`src/rtl/ripemd160_padder.sv`:
```
// RIPEMD-160 single-block message padder.
// Collects 1-55 bytes, pads, emits one 512-bit block, then holds off input.
module ripemd160_padder #(
    parameter int HOLD_CYCLES = 18,
    parameter int MAX_BYTES   = 55
) (
    input  logic         clk_p_i,
    input  logic         rst_n,
    input  logic         i_valid,
    input  logic [7:0]   i_data,
    input  logic         i_last,
    output logic         o_ready,
    output logic         o_valid,
    output logic [511:0] block,
    output logic         o_err
);

    typedef enum logic [1:0] {
        COLLECT,
        EMIT,
        HOLD,
        DRAIN
    } state_t;

    state_t state;
    state_t state_nxt;

    logic [8*MAX_BYTES-1:0] msg;
    logic [5:0]             cnt;
    logic [4:0]             hold;
    logic                   accept;
    logic                   full;
    logic [8:0]             pos;
    logic [8:0]             len_bits;
    logic [511:0]           pad;

    assign accept   = i_valid && o_ready;
    assign full     = (cnt == 6'(MAX_BYTES));
    assign pos      = {cnt, 3'b000};
    // Bit length of the message also equals the bit offset of the 0x80 marker.
    assign len_bits = {cnt + 6'd1, 3'b000};

    // Ready only outside reset, so the upstream never sees a phantom slot.
    assign o_ready = rst_n && ((state == COLLECT) || (state == DRAIN));
    assign o_valid = (state == EMIT);

    // Padded block as it would look if the current byte is the last one.
    always_comb begin
        pad                    = '0;
        pad[8*MAX_BYTES-1:0]   = msg;
        pad[pos +: 8]          = i_data;
        pad[len_bits +: 8]     = 8'h80;
        pad[511:448]           = {55'b0, len_bits};
    end

    // State register.
    always_ff @(posedge clk_p_i or negedge rst_n) begin
        if (!rst_n) begin
            state <= COLLECT;
        end else begin
            state <= state_nxt;
        end
    end

    // Next-state logic.
    always_comb begin
        state_nxt = state;
        unique case (state)
            COLLECT: begin
                if (accept) begin
                    if (full) begin
                        state_nxt = i_last ? COLLECT : DRAIN;
                    end else if (i_last) begin
                        state_nxt = EMIT;
                    end
                end
            end
            EMIT: state_nxt = HOLD;
            HOLD: begin
                if (hold == 5'd1) begin
                    state_nxt = COLLECT;
                end
            end
            DRAIN: begin
                if (accept && i_last) begin
                    state_nxt = COLLECT;
                end
            end
        endcase
    end

    // Collect buffer, byte count, hold timer, output block and error pulse.
    always_ff @(posedge clk_p_i or negedge rst_n) begin
        if (!rst_n) begin
            msg   <= '0;
            cnt   <= '0;
            hold  <= '0;
            block <= '0;
            o_err <= 1'b0;
        end else begin
            o_err <= 1'b0;
            unique case (state)
                COLLECT: begin
                    if (accept) begin
                        if (full) begin
                            o_err <= 1'b1;
                            msg   <= '0;
                            cnt   <= '0;
                        end else if (i_last) begin
                            block <= pad;
                        end else begin
                            msg[pos +: 8] <= i_data;
                            cnt           <= cnt + 6'd1;
                        end
                    end
                end
                EMIT: hold <= 5'(HOLD_CYCLES);
                HOLD: begin
                    hold <= hold - 5'd1;
                    if (hold == 5'd1) begin
                        msg <= '0;
                        cnt <= '0;
                    end
                end
                DRAIN: begin
                    if (accept && i_last) begin
                        msg <= '0;
                        cnt <= '0;
                    end
                end
            endcase
        end
    end

endmodule
```
`config.mk`:
```
export PLATFORM = sky130hd
export DESIGN_NAME = ripemd160_padder
export DESIGN_NICKNAME = d
export VERILOG_FILES = /design/src/rtl/ripemd160_padder.sv
export SDC_FILE = /design/constraint.sdc
export NUM_CORES = 1
export LEC_CHECK = 0
export ABC_AREA = 0
export CORE_ASPECT_RATIO = 2
export CORE_MARGIN = 1
export CORE_UTILIZATION = 50
export DETAILED_ROUTE_END_ITERATION = 8
export GPL_TIMING_DRIVEN = 0
export PLACE_DENSITY = 0.76
export SLEW_MARGIN = 20
export SYNTH_ARGS = -nofsm -noshare
export SYNTH_HDL_FRONTEND = slang
export SYNTH_SLANG_ARGS = --single-unit
export TNS_END_PERCENT = 30
```
`constraint.sdc`:
```
create_clock -name clk_p_i -period 4.3 [get_ports clk_p_i]
set_input_delay 1.075 -clock clk_p_i [delete_from_list [all_inputs] [get_ports clk_p_i]]
set_output_delay 1.075 -clock clk_p_i [all_outputs]
set_load 0.02 [all_outputs]
```
; Word level (Yosys, flattened, before mapping)
; Index checks and enable logic that the tools add are counted.
; W data, S select, Z words.
[op_classes]
shift = 6
bitwise = 1
muxes = 26
add_sub_neg = 4
eq_ne = 10
n_reduce_logical = 10
[ops]
columns = op, n
row1 = $mux W440, 5
row2 = $pmux W440 S3, 1
row3 = $bwmux W512, 2
row4 = $shift A8 B11 Y512 const A, 2
row5 = $shiftx A8 B11 Y512, 1
row6 = $shiftx A8 B11 Y512 const A, 1
row7 = $bwmux W440, 1
row8 = $shift A8 B11 Y440 const A, 1
row9 = $shiftx A8 B11 Y440, 1
row10 = $mux W6, 5
row11 = $neg A9 Y11, 2
row12 = $pmux W6 S3, 1
row13 = $mux W2, 6
row14 = $pmux W5 S2, 1
row15 = $pmux W2 S4, 1
row16 = $reduce_and A4 Y1, 2
row17 = $add A6 B1 Y6 const B, 1
row18 = $eq A6 B6 Y1 const B, 1
row19 = $ne A3 B3 Y1 const B, 2
row20 = $eq A5 B1 Y1 const B, 1
row21 = $reduce_and A5 Y1, 1
row22 = $sub A5 B1 Y5 const B, 1
row23 = $eq A2 B2 Y1 const B, 2
row24 = $ne A2 B2 Y1 const B, 2
row25 = other kinds (9), 13
[word_totals]
regBits = 908
output_inout_bits = 515
input_bits = 12

; Longest topological paths before layout
; Gate-level depths: netlist of run 1.
[logic_depth]
word_depth = 7
depth_mapped = 14

; Least setup slack after synthesis of run 1
; Ideal clock, no wire load.
[synth_path]
kind = flip-flop to flip-flop
startpoint = register cnt[1]
endpoint = register block[111]
slack_ps = 709
n_path_buf = 4
synth_period_minus_slack_ps = 3591
t_arrival_ps = 3462
path_stages_with_launch = 13
path_cell_list = dfrtp_1 -> buf_2 -> buf_1 -> inv_1 -> ha_1 -> clkbuf_1 -> or4b_2 -> o32ai_2 -> o22a_1 -> o21ai_0 -> and4_1 -> buf_2 -> a2111o_1
[synth_via]
elab_chain_cells = 4
elab_cells_between_ends = 12
cone_classes = add/sub: 3 / eq/ne: 1 / shift: 4 / mux: 2 / bitwise: 1 / reduce/logical: 1
[synth_rtl]
columns = element, line
row1 = "start, declared", 29  ; logic [5:0] cnt;
row2 = "start signal, assigned", 113  ; cnt <= cnt + 6'd1;
row3 = $add A6 B1 Y6 *, 41  ; assign len_bits = {cnt + 6'd1, 3'b000};
row4 = net len_bits[4], 34  ; logic [8:0] len_bits;
row5 = $neg A9 Y11 *, 52  ; pad[len_bits +: 8] = 8'h80;
row6 = $shiftx A8 B11 Y512 or $shift A8 B11 Y512 (tied branches), 52
row7 = $bwmux W512 *, 52
row8 = "end signal, assigned", 110  ; block <= pad;
row9 = "end, declared", 14  ; output logic [511:0] block,
; The timed path passes the listed nets; every way through them passes the cells marked *.
; A chain may end at the register's enable or synchronous reset.

; Worst setup path after layout of run 1
[layout_path]
startpoint = register cnt[0]
endpoint = register msg[386]
[layout_via]
elab_chain_cells = 7
elab_cells_between_ends = 11
cone_classes = add/sub: 1 / eq/ne: 2 / shift: 2 / mux: 5 / reduce/logical: 1
[layout_rtl]
columns = element, line
row1 = $neg A9 Y11, 112  ; msg[pos +: 8] <= i_data;
row2 = $shiftx A8 B11 Y440 or $shift A8 B11 Y440 (tied branches), 112
row3 = $bwmux W440, 112
row4 = $mux W440, 109  ; end else if (i_last) begin
row5 = $mux W440, 105  ; if (full) begin
row6 = $mux W440, 104  ; if (accept) begin
row7 = $pmux W440 S3, 102  ; unique case (state)
row8 = "end signal, assigned by index", 112
row9 = "end, declared", 28  ; logic [8*MAX_BYTES-1:0] msg;
; Several ways; a longest one is shown, not always the timed one. The select of a mux whose other input is x is not followed.

==> metrics, run 1 <==
number of buffers created by CTS 79; Max-slew headroom 15.2%; commonest cells in the synthesized netlist 908 x dfrtp_1, 638 x nand2_1, 565 x o21ai_0; final setup vio count 2; status finished with violations; final hold vios 0; Worst Max-Slew Pin Slew around 1.3 ns; largest area contributor in the netlist dfrtp_1; CTS Hold Buffers Added 0; fin crit share 100%; Clock Latency Late Sink 0.70 ns; crit path cell chain buf_2 -> buf_6 -> inv_1 -> ha_1 -> buf_2 -> nor3b_4 -> buf_4 -> buf_4 -> o211ai_1 -> a21oi_4 -> nand3_2 -> a21o_1 -> clkbuf_1 -> o2bb2ai_1; register area share after synthesis between 50 and 60%; FMAX between 0.2 and 0.25 GHz; Initial Utilization 50.6%; CTS tree built; Reg2Reg Depth 14; Core ar. 79500 µm²; First-pass DRT Iterations 6; Non-Filler Cell Area, Final 49800 µm²; number of global-route vias before repair 35029; WL/cell 32.3 µm; Post-synth EDFFs 0; crit path kind register to register; ys async rst share 100%; post-synth top area share 56.5%; number of remaining DRC errors 0; gr usage total between 40% and 50%; TritonCTS Sinks 908; via count 34708; nature of the critical path endpoint register; Placed Area 46700 µm²; Tightest Hold Check Type primary input to async pin; yosys warns 0; share of layout cells above drive strength 1 10.5%; CTS Buffer Depth 3; VDD IR max roughly 410 µV; dpl hpwl about 130000 µm; power per cell area 598 nW/µm²; Synth Flop Type dfrtp_1; Setup Skew 0.0271 ns; Leak 22.0 nW; library cells used by synthesis 78; Syn Area/Cell ~11 µm²; Mapped Cells 3809; Worst-path clk slew ~0.07 ns; Slew Limit Fails 0; critical path's slowest cell a21oi_4; initial DRC count 3053; chip height 403 µm; I/O pin total 527; Routability Congestion 1.07; CP max FO 11; Rows 146; critical path data required time 4.82 ns; RSZ-0062 raised after global routing true; first-pass GRT wire length 253000 µm; setup TNS -0.0193 ns; startpoint types register; port bufs 460; H-tree levels 3; Die W 203 µm; Layout Nets 4440; area grow syn2layout 23.9%; failing checks setup timing; initial antenna violation count 10; critical path arrival 4.83 ns; final-layout fill cell count between 6000 and 7000; pin count of the biggest net entering global routing 145; die area 81600 µm²; Max stage delay on crit path 0.53 ns; worst setup margin -0.0108 ns; drt total wl 178000 µm; Final ANT Viol Nets 0; setup slack, reg-to-reg -0.01 ns; Synth Register Bits 908; Post-Place Setup Slack -1.55 ns; most common cell in the netlist dfrtp_1; Core Util, Final a little over three fifths; Root Buffer clkbuf_16; routed vias/inst 6.29; top cells by area, synth dfrtp_1 56%, mux2i_1 9.6%, o21ai_0 7.0%; Final min period 4.31 ns; Syn Std Cell Area between 40000 and 50000 µm²; MaxCap Viol Count 0; total congestion overflow 0
stage by stage:
stage,power (mW),cells,hold slack [ns]
finish,29.8,5521,0.340
global route,30.5,5516,0.388
CTS,29.3,5518,0.355
detailed placement,21.5,5372,0.465
global placement,21.4,5362,0.456
floorplan,15.7,3866,0.442
final cells by class:
cell class	instances	area [µm²]	share of cell area (%)
clock inverter	32	413	0.828
multi-input combinational	2594	16400	33.0
buffer	347	1720	3.46
sequential	908	22700	45.6
timing repair buffer	477	4890	9.82
tap	1036	1300	2.60
antenna	5	12.5	0.0251
clock buffer	112	2310	4.64
inverter	10	37.5	0.0753
path summary, 6_finish.rpt:
check,to,startpoint
worst max-delay path,msg[386]$_DFFE_PN0P_,cnt[0]$_DFFE_PN0P_
worst min-delay path,block[353]$_DFFE_PN0P_,rst_n
worst max register to register,msg[386]$_DFFE_PN0P_,cnt[0]$_DFFE_PN0P_
worst min register to register,block[411]$_DFFE_PN0P_,block[411]$_DFFE_PN0P_
max in group asynchronous,block[43]$_DFFE_PN0P_,rst_n
min in group clk_p_i,block[411]$_DFFE_PN0P_,block[411]$_DFFE_PN0P_
kinds of logic (layout without fill, tap and decap cells):
group | count (synthesis) | after routing | synth area share [%]
AO/OA/AOI/OAI | 1099 | 1099 | 17.4
AND/OR/NAND/NOR | 987 | 987 | 10.5
flip-flops | 908 | 908 | 56.5
multiplexers | 425 | 425 | 10.7
buffers and inverters | 364 | 978 | 4.26
XOR/XNOR | 14 | 14 | 0.305
adder cells (fa/ha/maj) | 11 | 11 | 0.342
other | 1 | 63 | 0.00932
critical path: cells and delay by family (launching register included):
kind,cells,cell delay [ns]
fa+ha+maj,1,0.26
simple gates,2,0.71
buf+inv,7,1.50
compound gates,4,1.16
flops,1,0.45
flip-flops by register name (all words and copies together) (netlist names):
register  flops
block       454
msg         440
cnt           6
hold          5
state         2
o_err         1
power by group:
| group | internal [mW] | switching [mW] | total, mW |
|---|---|---|---|
| Clock | 4.27 | 3.41 | 7.67 |
| Sequential | 9.70 | 0.952 | 10.7 |
| Combinational | 3.41 | 8.07 | 11.5 |
| Total | 17.4 | 12.4 | 29.8 |
cell usage in the layout (no fill, tap or decap), drive strengths merged, types with 16 or more instances in the layout:
master / count
a211o: 19
a211oi: 124
a21o: 29
a21oi: 29
a22o: 63
a32o: 24
buf: 165
clkbuf: 311
clkdlybuf4s50: 459
conb: 58
dfrtp: 908
inv: 16
mux2: 39
mux2i: 386
nand2: 641
nand3: 46
nor2: 169
nor3: 32
o21ai: 627
o22a: 40
o2bb2ai: 88
what timing repair did:
item,CTS,global route
pin swaps,2,4
buffers inserted,7,0
gates resized for setup,72,28
setup endpoints to repair,890,281
metal layers:
metal	GRT usage (%)	vias to the layer above	routed length (µm)	share of wire [%]
met3	10.2	727	15100	8.5
met2	70.9	2123	83900	47
li1	-	14602	-	-
met4	39.8	6	18700	11
met1	48.5	17250	60500	34
met5	0	-	48	0.027
(Power assumes the default switching activity.)
==> inputs of run 2 (changes only) <==
==> constraint.sdc (replaced) <==
create_clock -name clk_p_i -period 4.3 [get_ports clk_p_i]
set_input_delay 1.075 -clock clk_p_i [delete_from_list [all_inputs] [get_ports clk_p_i]]
set_output_delay 1.075 -clock clk_p_i [all_outputs]
set_load 0.1 [all_outputs]
==> metrics, run 2 (synthesized netlist as in run 1, its figures left out) <==
chip height 403 µm (unchanged); setup TNS 0 ns (+0.0193 ns); top flop regs block: 454 flops, msg: 440 flops, cnt: 6 flops; Die W 203 µm (unchanged); H-tree levels 3 (unchanged); Max stage delay on crit path 0.50 ns (-0.03 ns); Reg2Reg Depth 13 (-1); max reg flops 454 (unchanged); number of remaining DRC errors 0 (unchanged); dpl hpwl 129000 µm (about the same); Critical R2R Launch cnt[1]$_DFFE_PN0P_; Leak 22.0 nW (+0.25%); critical path's slowest cell dfrtp_2; TritonCTS Sinks 908 (unchanged); RSZ-0062 raised after global routing true; drt total wl 178000 µm (about the same); FMAX 0.233 GHz (+0.39%); Tightest Hold Check Type primary input to async pin; final setup vio count 0 (-2); Final min period 4.29 ns (-0.0169 ns); routed vias/inst 6.30 (+0.27%); crit path kind register to register; WL/cell 32.3 µm (about the same); pin count of the biggest net entering global routing 145 (unchanged); Final ANT Viol Nets 0 (unchanged); Routability Congestion 1.07 (unchanged); CP max FO 10 (-1); Rows 146 (unchanged); commonest non-fill, non-tap cells in the layout 907 x dfrtp_1, 630 x nand2_1, 565 x o21ai_0; die area 81600 µm² (unchanged); Worst Max-Slew Pin Slew 1.31 ns (+0.0352 ns); setup slack, reg-to-reg 0.006 ns (+0.02 ns); nature of the critical path endpoint register; number of global-route vias before repair 35019 (-0.029%); Max-slew headroom 12.8% (-2.3 points); initial DRC count 3211 (+5.2%); first-pass GRT wire length 253000 µm (about the same); startpoint types register; Clock Latency Late Sink 0.71 ns (about the same); final-layout fill cell count 6514 (-1.0%); Largest Register block; worst r2r dst block[133]$_DFFE_PN0P_; Slew Limit Fails 0 (unchanged); Root Buffer clkbuf_16; fin crit share 99.9% (-0.39 points); Top cell by count, worst path buf_2; overall power 35.5 mW (+19%); share of layout cells above drive strength 1 10.9% (+0.44 points); critical path arrival 4.90 ns (+0.07 ns); number of buffers created by CTS 79 (unchanged); critical path data required time 4.90 ns (+0.08 ns); Core ar. 79500 µm² (unchanged); crit path cell chain buf_4 -> clkbuf_4 -> inv_1 -> ha_1 -> buf_2 -> buf_2 -> and3b_1 -> a31oi_1 -> a21oi_4 -> nand3_2 -> buf_2 -> mux2i_1 -> a211oi_1; final hold vios 0 (unchanged); gr usage total 44.2% (+0.054 points); First-pass DRT Iterations 5 (-1); initial antenna violation count 9 (-1); VDD IR max 899 µV (+120%); status finished clean; via count 34859 (+0.44%); commonest non-fill, non-tap cell in the layout dfrtp_1; CTS Buffer Depth 3 (unchanged); MaxCap Viol Count 0 (unchanged); CTS tree built; Initial Utilization 50.6% (unchanged); area grow syn2layout 24.2%; I/O pin total 527 (unchanged); power per cell area 710 nW/µm² (+19%); total congestion overflow 0 (unchanged); port bufs 460 (unchanged); Worst-path clk slew 0.07 ns (about the same); Layout Nets 4444 (+0.090%); Setup Skew 0.0329 ns (+0.00580 ns)
[run 2: timing repair]
item                       4_1_cts  5_1_grt
setup buffers                    7        2
gates resized for setup         76       39
cloned                           0        0
pin swaps                        2        2
hold buffers                     0        0
setup endpoints to repair      890      260
[run 2: routing by layer]
| metal | track usage, % | vias to the layer above | share of wire (%) |
|---|---|---|---|
| li1 | - | 14632 | - |
| met1 | 48.6 | 17363 | 34 |
| met2 | 71.7 | 2148 | 47 |
| met3 | 11.2 | 712 | 8.6 |
| met4 | 36.6 | 4 | 9.9 |
| met5 | 0 | - | 0.010 |
[run 2: critical path, delay by kind of cell, from the launching register on]
kind	cells	cell delay [ns]
flops	1	0.50
compound gates	3	1.08
fa+ha+maj	1	0.24
mux	1	0.11
simple gates	2	0.57
buf+inv	6	1.68
[run 2: area by class of cell]
class                           instances  area, µm²  share of cell area [%]
Antenna cell                           10       25.0                  0.0501
Buffer                                349       1750                    3.50
Clock buffer                          102       2230                    4.46
Clock inverter                         42        541                    1.08
Inverter                               10       37.5                  0.0751
Multi-Input combinational cell       2594      16400                    32.9
Sequential cell                       908      22700                    45.5
Tap cell                             1036       1300                    2.59
Timing Repair Buffer                  479       4900                    9.82
[run 2: how the worst max path moves through the flow]
stage                              to          startpoint  cells after the start  slack (ns)
3_3_place_gp    block[27]$_DFFE_PN0P_               rst_n                      1      -37.71
4_1_cts          msg[294]$_DFFE_PN0P_  cnt[1]$_DFFE_PN0P_                     12       -0.01
6_report       block[133]$_DFFE_PN0P_  cnt[1]$_DFFE_PN0P_                     13       0.006
2_1_floorplan  block[111]$_DFFE_PN0P_  cnt[1]$_DFFE_PN0P_                     12        0.71
5_1_grt          msg[237]$_DFFE_PN0P_               rst_n                      8       -0.06
3_5_place_dp     msg[438]$_DFFE_PN0P_  cnt[1]$_DFFE_PN0P_                     13       -1.52
[run 2: report_power, final]
group	internal [mW]	switching, mW
Combinational	3.40	13.6
Sequential	9.70	0.950
Clock	4.36	3.45
[run 2: stage by stage]
stage                     hold slack, ns  setup WS, ns  utilization, %  std cells  area (µm²)
after global placement             0.456        -37.71            58.3       5362       46300
after detailed placement           0.465         -1.52            58.7       5372       46600
after CTS                          0.347       -0.0123            62.6       5520       49800
final                              0.338       0.00614            62.9       5530       50000
after floorplan                    0.442         0.709               -       3866       40400
after global routing               0.389       -0.0635            62.8       5521       49900
